$ cat src/rtl/apb_uart_requester.sv
// APB requester for the UART register port.
// Accepts one host command at a time, runs the SETUP/ACCESS sequence and
// returns read data plus a status code. A completion that carries PSLVERR
// is re-issued after an idle back-off, a bounded number of times, so the
// host can poll an empty RX FIFO or a full TX FIFO without stepping in.
// A completer that never raises PREADY is abandoned after TIMEOUT ACCESS
// cycles and reported as a timeout; timeouts are not retried.
//
// state   | meaning
// --------+-------------------------------------------------------------
// IDLE    | waiting for a command; cmd_ready high
// SETUP   | first APB cycle: PSEL=1, PENABLE=0, address/data/dir driven
// ACCESS  | PSEL=1, PENABLE=1; waiting for PREADY or the timeout
// BACKOFF | PSEL=0; idle gap before re-issuing a PSLVERR transfer
// RESP    | response held on rsp_*; waiting for rsp_ready
module apb_uart_requester #(
    parameter int APB_DW    = 8,
    parameter int TIMEOUT   = 16,
    parameter int MAX_RETRY = 3,
    parameter int BACKOFF   = 8
) (
    input  logic              clk,
    input  logic              rst,
    input  logic              cmd_valid,
    output logic              cmd_ready,
    input  logic              cmd_write,
    input  logic [APB_DW-1:0] cmd_addr,
    input  logic [APB_DW-1:0] cmd_wdata,
    output logic              rsp_valid,
    input  logic              rsp_ready,
    output logic [APB_DW-1:0] rsp_rdata,
    output logic [1:0]        rsp_status,
    output logic [1:0]        rsp_retries,
    output logic [APB_DW-1:0] PADDR,
    output logic [APB_DW-1:0] PWDATA,
    output logic              PSEL,
    output logic              PENABLE,
    output logic              PWRITE,
    input  logic              PREADY,
    input  logic              PSLVERR,
    input  logic [APB_DW-1:0] PRDATA
);

    localparam int WW = $clog2(TIMEOUT + 1);
    localparam int BW = $clog2(BACKOFF + 1);
    localparam int RW = (MAX_RETRY < 1) ? 1 : $clog2(MAX_RETRY + 1);

    localparam logic [WW-1:0] WAIT_LAST = WW'(TIMEOUT - 1);
    localparam logic [BW-1:0] BO_LOAD   = BW'(BACKOFF - 1);

    localparam logic [1:0] ST_OK      = 2'b00;
    localparam logic [1:0] ST_SLVERR  = 2'b01;
    localparam logic [1:0] ST_TIMEOUT = 2'b10;

    typedef enum logic [2:0] {
        S_IDLE,
        S_SETUP,
        S_ACCESS,
        S_BACKOFF,
        S_RESP
    } state_t;

    state_t        state;
    logic [WW-1:0] wait_cnt;
    logic [BW-1:0] bo_cnt;
    logic [RW-1:0] retry_cnt;
    logic          err_flag;
    logic          err_now;
    logic          can_retry;
    logic [1:0]    retries_sat;

    assign cmd_ready = (state == S_IDLE);

    // error seen in this ACCESS cycle or any earlier one of the same attempt
    assign err_now   = err_flag | PSLVERR;
    assign can_retry = (int'(retry_cnt) < MAX_RETRY);

    // retry count as reported to the host, clipped to the 2-bit field
    always_comb begin
        retries_sat = 2'd3;
        if (int'(retry_cnt) <= 3) begin
            retries_sat = 2'(retry_cnt);
        end
    end

    // sequencer: state, counters, APB outputs and the response register
    always_ff @(posedge clk) begin
        if (rst) begin
            state       <= S_IDLE;
            wait_cnt    <= '0;
            bo_cnt      <= '0;
            retry_cnt   <= '0;
            err_flag    <= 1'b0;
            PSEL        <= 1'b0;
            PENABLE     <= 1'b0;
            PWRITE      <= 1'b0;
            PADDR       <= '0;
            PWDATA      <= '0;
            rsp_valid   <= 1'b0;
            rsp_rdata   <= '0;
            rsp_status  <= '0;
            rsp_retries <= '0;
        end else begin
            case (state)
                S_IDLE: begin
                    if (cmd_valid) begin
                        PWRITE    <= cmd_write;
                        PADDR     <= cmd_addr;
                        PWDATA    <= cmd_wdata;
                        retry_cnt <= '0;
                        wait_cnt  <= '0;
                        err_flag  <= 1'b0;
                        PSEL      <= 1'b1;
                        PENABLE   <= 1'b0;
                        state     <= S_SETUP;
                    end
                end

                S_SETUP: begin
                    PENABLE <= 1'b1;
                    state   <= S_ACCESS;
                end

                S_ACCESS: begin
                    if (PREADY) begin
                        PSEL    <= 1'b0;
                        PENABLE <= 1'b0;
                        if (err_now && can_retry) begin
                            retry_cnt <= retry_cnt + RW'(1);
                            bo_cnt    <= BO_LOAD;
                            state     <= S_BACKOFF;
                        end else begin
                            rsp_valid   <= 1'b1;
                            rsp_status  <= err_now ? ST_SLVERR : ST_OK;
                            rsp_rdata   <= PWRITE ? '0 : PRDATA;
                            rsp_retries <= retries_sat;
                            state       <= S_RESP;
                        end
                    end else if (wait_cnt == WAIT_LAST) begin
                        PSEL        <= 1'b0;
                        PENABLE     <= 1'b0;
                        rsp_valid   <= 1'b1;
                        rsp_status  <= ST_TIMEOUT;
                        rsp_rdata   <= '0;
                        rsp_retries <= retries_sat;
                        state       <= S_RESP;
                    end else begin
                        wait_cnt <= wait_cnt + WW'(1);
                        err_flag <= err_now;
                    end
                end

                S_BACKOFF: begin
                    if (bo_cnt == '0) begin
                        err_flag <= 1'b0;
                        wait_cnt <= '0;
                        PSEL     <= 1'b1;
                        state    <= S_SETUP;
                    end else begin
                        bo_cnt <= bo_cnt - BW'(1);
                    end
                end

                S_RESP: begin
                    if (rsp_ready) begin
                        rsp_valid <= 1'b0;
                        state     <= S_IDLE;
                    end
                end

                default: begin
                    state <= S_IDLE;
                end
            endcase
        end
    end

endmodule

$ cat config.mk
export PLATFORM = sky130hd
export DESIGN_NAME = apb_uart_requester
export DESIGN_NICKNAME = d
export VERILOG_FILES = /design/src/rtl/apb_uart_requester.sv
export SDC_FILE = /design/constraint.sdc
export NUM_CORES = 1
export LEC_CHECK = 0
export ABC_AREA = 0
export BUFFER_PORTS_ARGS = -buffer_cell sky130_fd_sc_hd__buf_2
export CORE_AREA = 8 8 77 79
export DETAILED_ROUTE_END_ITERATION = 10
export DIE_AREA = 0 0 85 87
export PLACE_DENSITY_LB_ADDON = 0.12
export SYNTH_ARGS = -nofsm -noshare
export SYNTH_HDL_FRONTEND = slang
export SYNTH_SLANG_ARGS = --single-unit
$ cat constraint.sdc
create_clock -name clk -period 1.82 [get_ports clk]
set_input_delay 0.091 -clock clk [delete_from_list [all_inputs] [get_ports clk]]
set_output_delay 0.091 -clock clk [all_outputs]
set_load 0.03 [all_outputs]
==> impl_metrics.tcl, run 1 <==
set metrics [dict create \
    cts_buffers 5 \
    grt_max_degree 42 \
    cts_max_level 2 \
    timing.rr.start "wait_cnt[0]" \
    cts.sink_count 47 \
    antenna_found_initial 0 \
    die_h_um 87 \
    crit_chain "ha_1 > and3_4 > ha_4 > or3b_4 > o21ai_1 > a21oi_1 > o21a_1" \
    ff2ff_setup_slack_ps 80 \
    yosysTopAreaCell "dfxtp_1" \
    synth_top_area_share_pct 45.14 \
    crit_path_start "wait_cnt[0]" \
    max_freq_ghz 0.5755 \
    synthesis.area_um2 2084 \
    gp_congestion 0.8247 \
    setup_viol 0 \
    synth_warnings 0 \
    synth_fp_nets 283 \
    clk_pin_slew_ps 90 \
    fin_setup_tns_ps 0 \
    cts_root_buffer "clkbuf_8" \
    drv_cap 0 \
    hold_viol 0 \
    worst_pin_slew_ps 760.5 \
    layout_common_cells "buf_2 (63), nand2_1 (52), dfxtp_1 (45)" \
    slowest_delay_ps 370 \
    ant_nets 0 \
    area_delta_synth_final_pct 26.53 \
    dp_hpwl_um 3857 \
    layout.nets 352 \
    final_common_cell "buf_2" \
    end_kind "flop" \
    r2r_end "PSEL" \
    wl_per_cell_um 14.09 \
    vdd_drop_max_mv 0.4989 \
    power_per_cell_area_nw_per_um2 896.4 \
    arrival_ps 1940 \
    finalClockSkew_ps 6.522 \
    slowest_stage "or3b_4" \
    fin_crit_sh_pct 95.47 \
    syn_inst 248 \
    synth_seq_cells 47 \
    async_reset_ff_share_pct 0 \
    grt_pass1_wl_um 8487 \
    required_ps 2020 \
    cp-endpoint "PSEL" \
    drt-vias-per-instance 5.236 \
    grt_pass1_vias 1848 \
    synth.avg_cell_area_um2 8.405 \
    cp_max_fo 4 \
    gr-total-overflow 0 \
    n_antenna_cell 0 \
    tritoncts "built" \
    min_path_type "primary input to flop" \
    status "finished clean" \
    coreArea_um2 4847 \
    holdCritStartpoint "cmd_wdata[6]" \
    place_ws_ps 5.552 \
    cts_max_path_buffers 2 \
    p_leak_nw 1.081 \
    wl_um 5257 \
    setup_ws_ps 82.49 \
    hold_ws_ps 23.17 \
    port_buffers 63 \
    dr.pass1.iters 4 \
    yosysUniqueCellTypes 44 \
    drcViolationCount 0 \
    grt.total_usage_pct 14.13 \
    ioPinCount 64 \
    rsz0062_at_grt "no" \
    initial_utilization_pct 43.00 \
    synth_top_flop_cell "dfxtp_1" \
    drv_slew 0 \
    die_width_um 85 \
    drive_above_1_share_pct 33.12 \
    synth_edf_count 0 \
    clk_latency_ps 300 \
    via_count 1953 \
    row_count 26 \
    first_iter_violations 102 \
    slew_headroom_pct 49.30 \
    ys_top_cells_by_area "dfxtp_1 (45%), a21oi_1 (9.4%), nand2_1 (9.4%), nor2_1 (3.8%), ha_1 (2.4%)" \
    worstRegToRegCells 7 \
    ys_seq_area_share_pct 45.14 \
    min_period_ps 1738 \
    path_class "flop to flop" \
    dieArea_um2 7395 \
    cp-start-kind "flop" \
]
flip-flops by register name, indices dropped and copies added, names as in the netlist:
register,cells
PADDR,8
PENABLE,1
PSEL,1
PWDATA,8
PWRITE,1
bo_cnt,4
err_flag,1
retries_sat,2
rsp_rdata,8
rsp_retries,2
rsp_status,2
rsp_valid,1
state,3
wait_cnt,5
critical path, delay by kind of cell (launching register included):
family	cells	cell delay, ps
compound gates	3	390
simple gates	2	560
fa+ha+maj	2	370
flops	1	330
kinds of logic after synthesis:
| kind of cell | count (synthesis) | share of synthesized area [%] |
|---|---|---|
| and+or+nand+nor | 108 | 25.51 |
| xor gates and xnor gates | 1 | 0.4202 |
| adders and majority gates | 4 | 2.401 |
| AOI/OAI and AO/OA | 63 | 18.73 |
| buffers and inverters | 22 | 6.302 |
| muxes | 3 | 1.501 |
| DFF | 47 | 45.14 |
how the worst min path moves through the flow:
stage	depth (start not counted)	endpoint
floorplan	1	rsp_valid
global placement	3	PWDATA[5]
detailed placement	3	PADDR[7]
CTS	3	PWDATA[7]
global route	3	PWDATA[4]
finish	3	PWDATA[6]
report_power, final:
| part | leakage (nW) | switching, W | internal, W | total, W |
|---|---|---|---|---|
| Sequential | 0.383 | 0.0000299 | 0.00108 | 0.00111 |
| Combinational | 0.647 | 0.000323 | 0.000179 | 0.000503 |
| Clock | 0.0502 | 0.000347 | 0.000402 | 0.000749 |
| Total | 1.08 | 0.000700 | 0.00166 | 0.00236 |
timing repair:
item                                    4_1_cts  5_1_grt
hold endpoints to repair                      0        1
resized for setup                             2        9
hold buffers                                  0        1
pin swaps                                     0        1
endpoints found under the setup margin        2       19
buffers inserted                              0        0
stage by stage:
step | std cells | utilization [%] | power, W | cell area, µm²
6_report | 373 | 54.41 | 0.002364 | 2638
5_1_grt | 373 | 54.41 | 0.002485 | 2638
3_3_place_gp | 365 | 51.06 | 0.001627 | 2475
3_5_place_dp | 365 | 51.06 | 0.001630 | 2475
4_1_cts | 372 | 53.36 | 0.002380 | 2586
2_1_floorplan | 248 | - | 0.001477 | 2090
area by class of cell:
type / count / area (µm²)
Fill cell: 466 / 2210
Multi-Input combinational cell: 179 / 1061
Sequential cell: 47 / 943.4
Timing Repair Buffer: 79 / 437.9
Tap cell: 56 / 70.07
Clock buffer: 5 / 68.82
Clock inverter: 2 / 37.54
Inverter: 5 / 18.77
cells in the mapped netlist (2+ instances only):
library cell	number
a211oi_1	5
a21oi_1	39
and2_1	2
buf_2	3
buf_6	2
clkbuf_1	8
clkbuf_8	2
dfxtp_1	47
ha_1	4
inv_1	4
mux2i_1	2
nand2_1	52
nand3_1	9
nand3b_1	4
nor2_1	21
nor3_1	5
nor3b_2	2
nor4_2	2
o21a_1	2
o21ai_0	5
o21ai_1	3
o31ai_1	2
or3b_1	2
layer usage:
metal  vias up  GRT usage, %  share of wire (%)  routed length, µm
li1        986             -                  -                  -
met1       908         15.72                 44               2325
met2        53         24.79                 48               2525
met3         6         5.000                6.7                351
met4         0         3.883                1.0                 54
met5         -             0                  0                  0
Note: power is estimated with default switching activity, not from simulation.
==> inputs of run 2 (changes only) <==
Settings changed: RECOVER_POWER from default to 50.
==> run 2 against run 1 <==
Compared with the run above:
- sequential power hardly changed
- critical path depth unchanged
- first-iteration DRC count up 17%
- clock power hardly changed
- critical path type unchanged
- critical endpoint unchanged
- largest cell class unchanged
- largest power group unchanged
==> impl_metrics.tcl, run 2 (synthesized netlist as in run 1, its figures left out) <==
set metrics [dict create \
    status "finished clean" \
    first_iter_violations 119 \
    worst_pin_slew_ps 755.4 \
    path_class "flop to flop" \
    drcViolationCount 0 \
    gr-total-overflow 0 \
    clk_pin_slew_ps 90 \
    drv_slew 0 \
    slew_headroom_pct 49.64 \
    hold_viol 0 \
    cts_buffers 5 \
    fillCellCount 484 \
    grt_pass1_wl_um 8487 \
    antenna_found_initial 0 \
    min_period_ps 1736 \
    grt_max_degree 42 \
    setup_viol 0 \
    grt.total_usage_pct 14.13 \
    cts.sink_count 47 \
    placed_area_um2 2475 \
    dieArea_um2 7395 \
    dp_hpwl_um 3857 \
    reg_top3 "PADDR: 8 flops, PWDATA: 8 flops, rsp_rdata: 8 flops" \
    port_buffers 63 \
    cts_root_buffer "clkbuf_8" \
    layout_common_cells "nand2_1 (52), dfxtp_1 (46), a21oi_1 (38)" \
    ant_nets 0 \
    drt-vias-per-instance 5.228 \
    postLayoutCellArea_um2 2589 \
    cts_max_path_buffers 2 \
    clk_latency_ps 300 \
    layout.nets 352 \
    die_h_um 87 \
    area_delta_synth_final_pct 24.19 \
    die_width_um 85 \
    max_freq_ghz 0.5761 \
    final_common_cell "nand2_1" \
    min_path_type "primary input to flop" \
    rsz0062_at_grt "no" \
    setup_ws_ps 84.10 \
    p_leak_nw 0.9413 \
    fin_setup_tns_ps 0 \
    n_antenna_cell 0 \
    drv_cap 0 \
    end_kind "flop" \
    coreArea_um2 4847 \
    ff2ff_setup_slack_ps 80 \
    wl_per_cell_um 14.01 \
    wl_um 5227 \
    initial_utilization_pct 43.00 \
    arrival_ps 1930 \
    finalClockSkew_ps 5.441 \
    cts_max_level 2 \
    gp_congestion 0.8247 \
    grt_pass1_vias 1848 \
    cp_max_fo 4 \
    tritoncts "built" \
    place_ws_ps 5.552 \
    via_count 1950 \
    required_ps 2020 \
    drive_above_1_share_pct 22.08 \
    vdd_drop_max_mv 0.4984 \
    ioPinCount 64 \
    cp-start-kind "flop" \
    row_count 26 \
    power_per_cell_area_nw_per_um2 906.2 \
    fin_crit_sh_pct 95.38 \
    dr.pass1.iters 4 \
]
==> run 2: cell types whose count changed in the layout (fill, tap and decap cells not counted), sizes merged <==
| cell | delta |
|---|---|
| clkbuf | +35 |
| buf | -35 |
==> run 2: what timing repair did <==
| item | in CTS | in global routing |
|---|---|---|
| resized for setup | 2 | 9 |
| setup endpoints to repair | 2 | 19 |
| setup buffers | 0 | 0 |
| pin swaps | 0 | 1 |
| endpoints found under the hold margin | 0 | 1 |
| hold buffers | 0 | 1 |
==> run 2: cell type report <==
cell class	instances	area, µm²	share of cell area, %
multi-input cells	179	1061	40.99
flip-flops and latches	47	942.2	36.39
repair buffers	79	390.4	15.08
well taps	56	70.07	2.707
clock buffers	5	68.82	2.658
clock inverters	2	37.54	1.450
inverters	5	18.77	0.7250
==> run 2: layer usage <==
layer | wire, µm | GRT usage, %
met1 | 2283 | 15.72
met2 | 2540 | 24.79
met3 | 349 | 5.000
met4 | 54 | 3.883
met5 | 0 | 0
==> run 2: final timing paths <==
path / startpoint / endpoint / cells past startpoint
max: wait_cnt[0] / PSEL / 7
min: cmd_wdata[2] / PWDATA[2] / 3
max reg2reg: wait_cnt[0] / PSEL / 7
min reg2reg: rsp_rdata[0] / rsp_rdata[0] / 2
==> run 2: worst max-delay path, cell delays in order (launching register included) <==
cell,delay [ps]
dfxtp_2,330
ha_1,200
and3_4,190
ha_4,170
or3b_4,370
o21ai_1,120
a21oi_1,90
o21a_1,180
==> run 2: stage by stage <==
stage | hold WS [ps] | total power (W) | cells | util [%]
2_1_floorplan | 204.1 | 0.001477 | 248 | -
3_3_place_gp | 331.9 | 0.001627 | 365 | 51.06
3_5_place_dp | 340.6 | 0.001630 | 365 | 51.06
4_1_cts | 13.78 | 0.002380 | 372 | 53.36
5_1_grt | 1.580 | 0.002471 | 373 | 53.41
6_report | 23.03 | 0.002346 | 373 | 53.41
==> run 2: power by group <==
part           internal, W  switching [W]
sequential         0.00108      0.0000312
clock             0.000402       0.000347
combinational     0.000161       0.000323
==> inputs of run 3 (changes only) <==
--- a/config.mk
+++ b/config.mk
@@ -10,2 +10,3 @@
 export CORE_AREA = 8 8 77 79
+export CTS_CLUSTER_SIZE = 28
 export DETAILED_ROUTE_END_ITERATION = 10
==> constraint.sdc (replaced) <==
create_clock -name clk -period 1.82 [get_ports clk]
set_input_delay 0.546 -clock clk [delete_from_list [all_inputs] [get_ports clk]]
set_output_delay 0.546 -clock clk [all_outputs]
set_load 0.03 [all_outputs]
==> run 3 against run 2 <==
Compared with the run above:
- cell count rose by 0.80%
- critical path depth decreased by 4
- non-clock buffer count is 2 higher
- global-route usage decreased by 0.20 points
- setup slack lost 14 ps
- first-iteration DRC count is 13% lower
- count of clock-buffer cells in the layout increased by 1
- sequential power about the same
- power fell by 3.1%
- via count shrank 2.2%
- largest cell class unchanged
- highest routed layer unchanged
==> impl_metrics.tcl, run 3 (synthesized netlist as in run 1, its figures left out) <==
set metrics [dict create \
    n_antenna_cell 0 \
    cts_root_buffer "clkbuf_8" \
    area_delta_synth_final_pct 23.83 \
    ff2ff_setup_slack_ps 70 \
    die_h_um 87 \
    drt-vias-per-instance 5.074 \
    r2r_end "PSEL" \
    grt_pass1_wl_um 8500 \
    max_freq_ghz 0.5713 \
    rsz0062_at_grt "yes" \
    cpMostUsedCell "buf_4" \
    layout.nets 354 \
    cts.sink_count 47 \
    drv_cap 0 \
    grt_max_degree 20 \
    dieArea_um2 7395 \
    slowest_delay_ps 330 \
    layout_common_cells "nand2_1 (52), dfxtp_1 (47), a21oi_1 (39)" \
    row_count 26 \
    cts_hold_buf 0 \
    min_period_ps 1750 \
    timing.rr.start "wait_cnt[0]" \
    p_total_w 0.002274 \
    arrival_ps 1200 \
    cts_max_level 2 \
    status "finished clean" \
    hold_viol 0 \
    wl_per_cell_um 13.87 \
    worstRegToRegCells 7 \
    first_iter_violations 103 \
    cts_buffers 5 \
    p_leak_nw 0.9554 \
    via_count 1908 \
    gp_congestion 0.8481 \
    holdCritStartpoint "PWDATA[4]" \
    setup_viol 0 \
    antenna_found_initial 0 \
    clk_latency_ps 290 \
    port_buffers 63 \
    dr.pass1.iters 4 \
    dp_hpwl_um 3964 \
    drcViolationCount 0 \
    crit_path_start "state[0]" \
    die_width_um 85 \
    required_ps 1270 \
    initial_utilization_pct 43.00 \
    fin_crit_sh_pct 96.17 \
    worst_pin_slew_ps 683.3 \
    vdd_drop_max_mv 0.4716 \
    grt.total_usage_pct 13.92 \
    drive_above_1_share_pct 22.50 \
    wl_um 5214 \
    reg_top3 "PADDR: 8 flops, PWDATA: 8 flops, rsp_rdata: 8 flops" \
    ioPinCount 64 \
    cp-start-kind "flop" \
    clk_pin_slew_ps 90 \
    finalClockSkew_ps 3.997 \
    post-cts-setup-buffer-count 0 \
    fin_cells 376 \
    gr-total-overflow 0 \
    path_class "flop to output port" \
    cp_max_fo 5 \
    dp_cells 368 \
    min_path_type "flop to flop" \
    power_per_cell_area_nw_per_um2 881.1 \
    grt_pass1_vias 1832 \
    slew_headroom_pct 54.45 \
    ant_nets 0 \
    coreArea_um2 4847 \
    tritoncts "built" \
    cp-endpoint "cmd_ready" \
    final_common_cell "nand2_1" \
    crit_chain "buf_4 > nor3_2 > buf_4" \
    slowest_stage "dfxtp_1" \
    holdPathStages 2 \
    end_kind "output port" \
    cts_max_path_buffers 2 \
    drv_slew 0 \
]
-- run 3: stage by stage --
stage	TNS (ps)	setup WS [ps]	utilization, %	hold WS [ps]	cell area [µm²]
2_1_floorplan	0	24.13	-	448.8	2090
3_3_place_gp	0	49.83	51.52	439.8	2497
3_5_place_dp	-3.851	-3.851	51.52	443.0	2497
4_1_cts	0	6.347	53.67	456.8	2601
5_1_grt	-39.30	-18.25	53.25	463.4	2581
6_report	0	69.68	53.25	457.4	2581
-- run 3: worst min path at each step --
stage	endpoint	slack, ps
6_report	PWDATA[4]	460
5_1_grt	PWDATA[4]	460
4_1_cts	PWDATA[4]	460
3_5_place_dp	PWDATA[4]	440
3_3_place_gp	PWDATA[7]	440
2_1_floorplan	rsp_retries[1]	450
-- run 3: layout make-up --
type	count	area [µm²]
Tap cell	56	70.07
Clock buffer	6	82.58
Multi-Input combinational cell	179	1040
Clock inverter	2	16.27
Sequential cell	47	940.9
Timing Repair Buffer	81	412.9
Fill cell	490	2266
Inverter	5	18.77
-- run 3: routing by layer --
layer / part of all wire [%] / wire length (µm) / up-vias / global-route usage [%]
met5: 0 / 0 / - / 0
met3: 6.0 / 313 / 6 / 4.528
li1: - / - / 990 / -
met1: 45 / 2351 / 872 / 16.94
met2: 48 / 2503 / 40 / 22.87
met4: 0.88 / 46 / 0 / 3.883
-- run 3: where the power goes --
part           total [W]  internal [W]  switching (W)
combinational   0.000499      0.000172       0.000327
clock           0.000662      0.000310       0.000352
sequential       0.00111       0.00108      0.0000306
total            0.00227       0.00156       0.000709
-- run 3: critical path: cells and delay by family, from the launching register on --
kind	cells	cell delay, ps
buf+inv	2	370
flops	1	330
simple gates	1	220
-- run 3: what timing repair did --
item                                    in CTS  in global routing
pin swaps                                    0                  2
endpoints found under the setup margin       1                 15
gates resized for setup                      1                  7
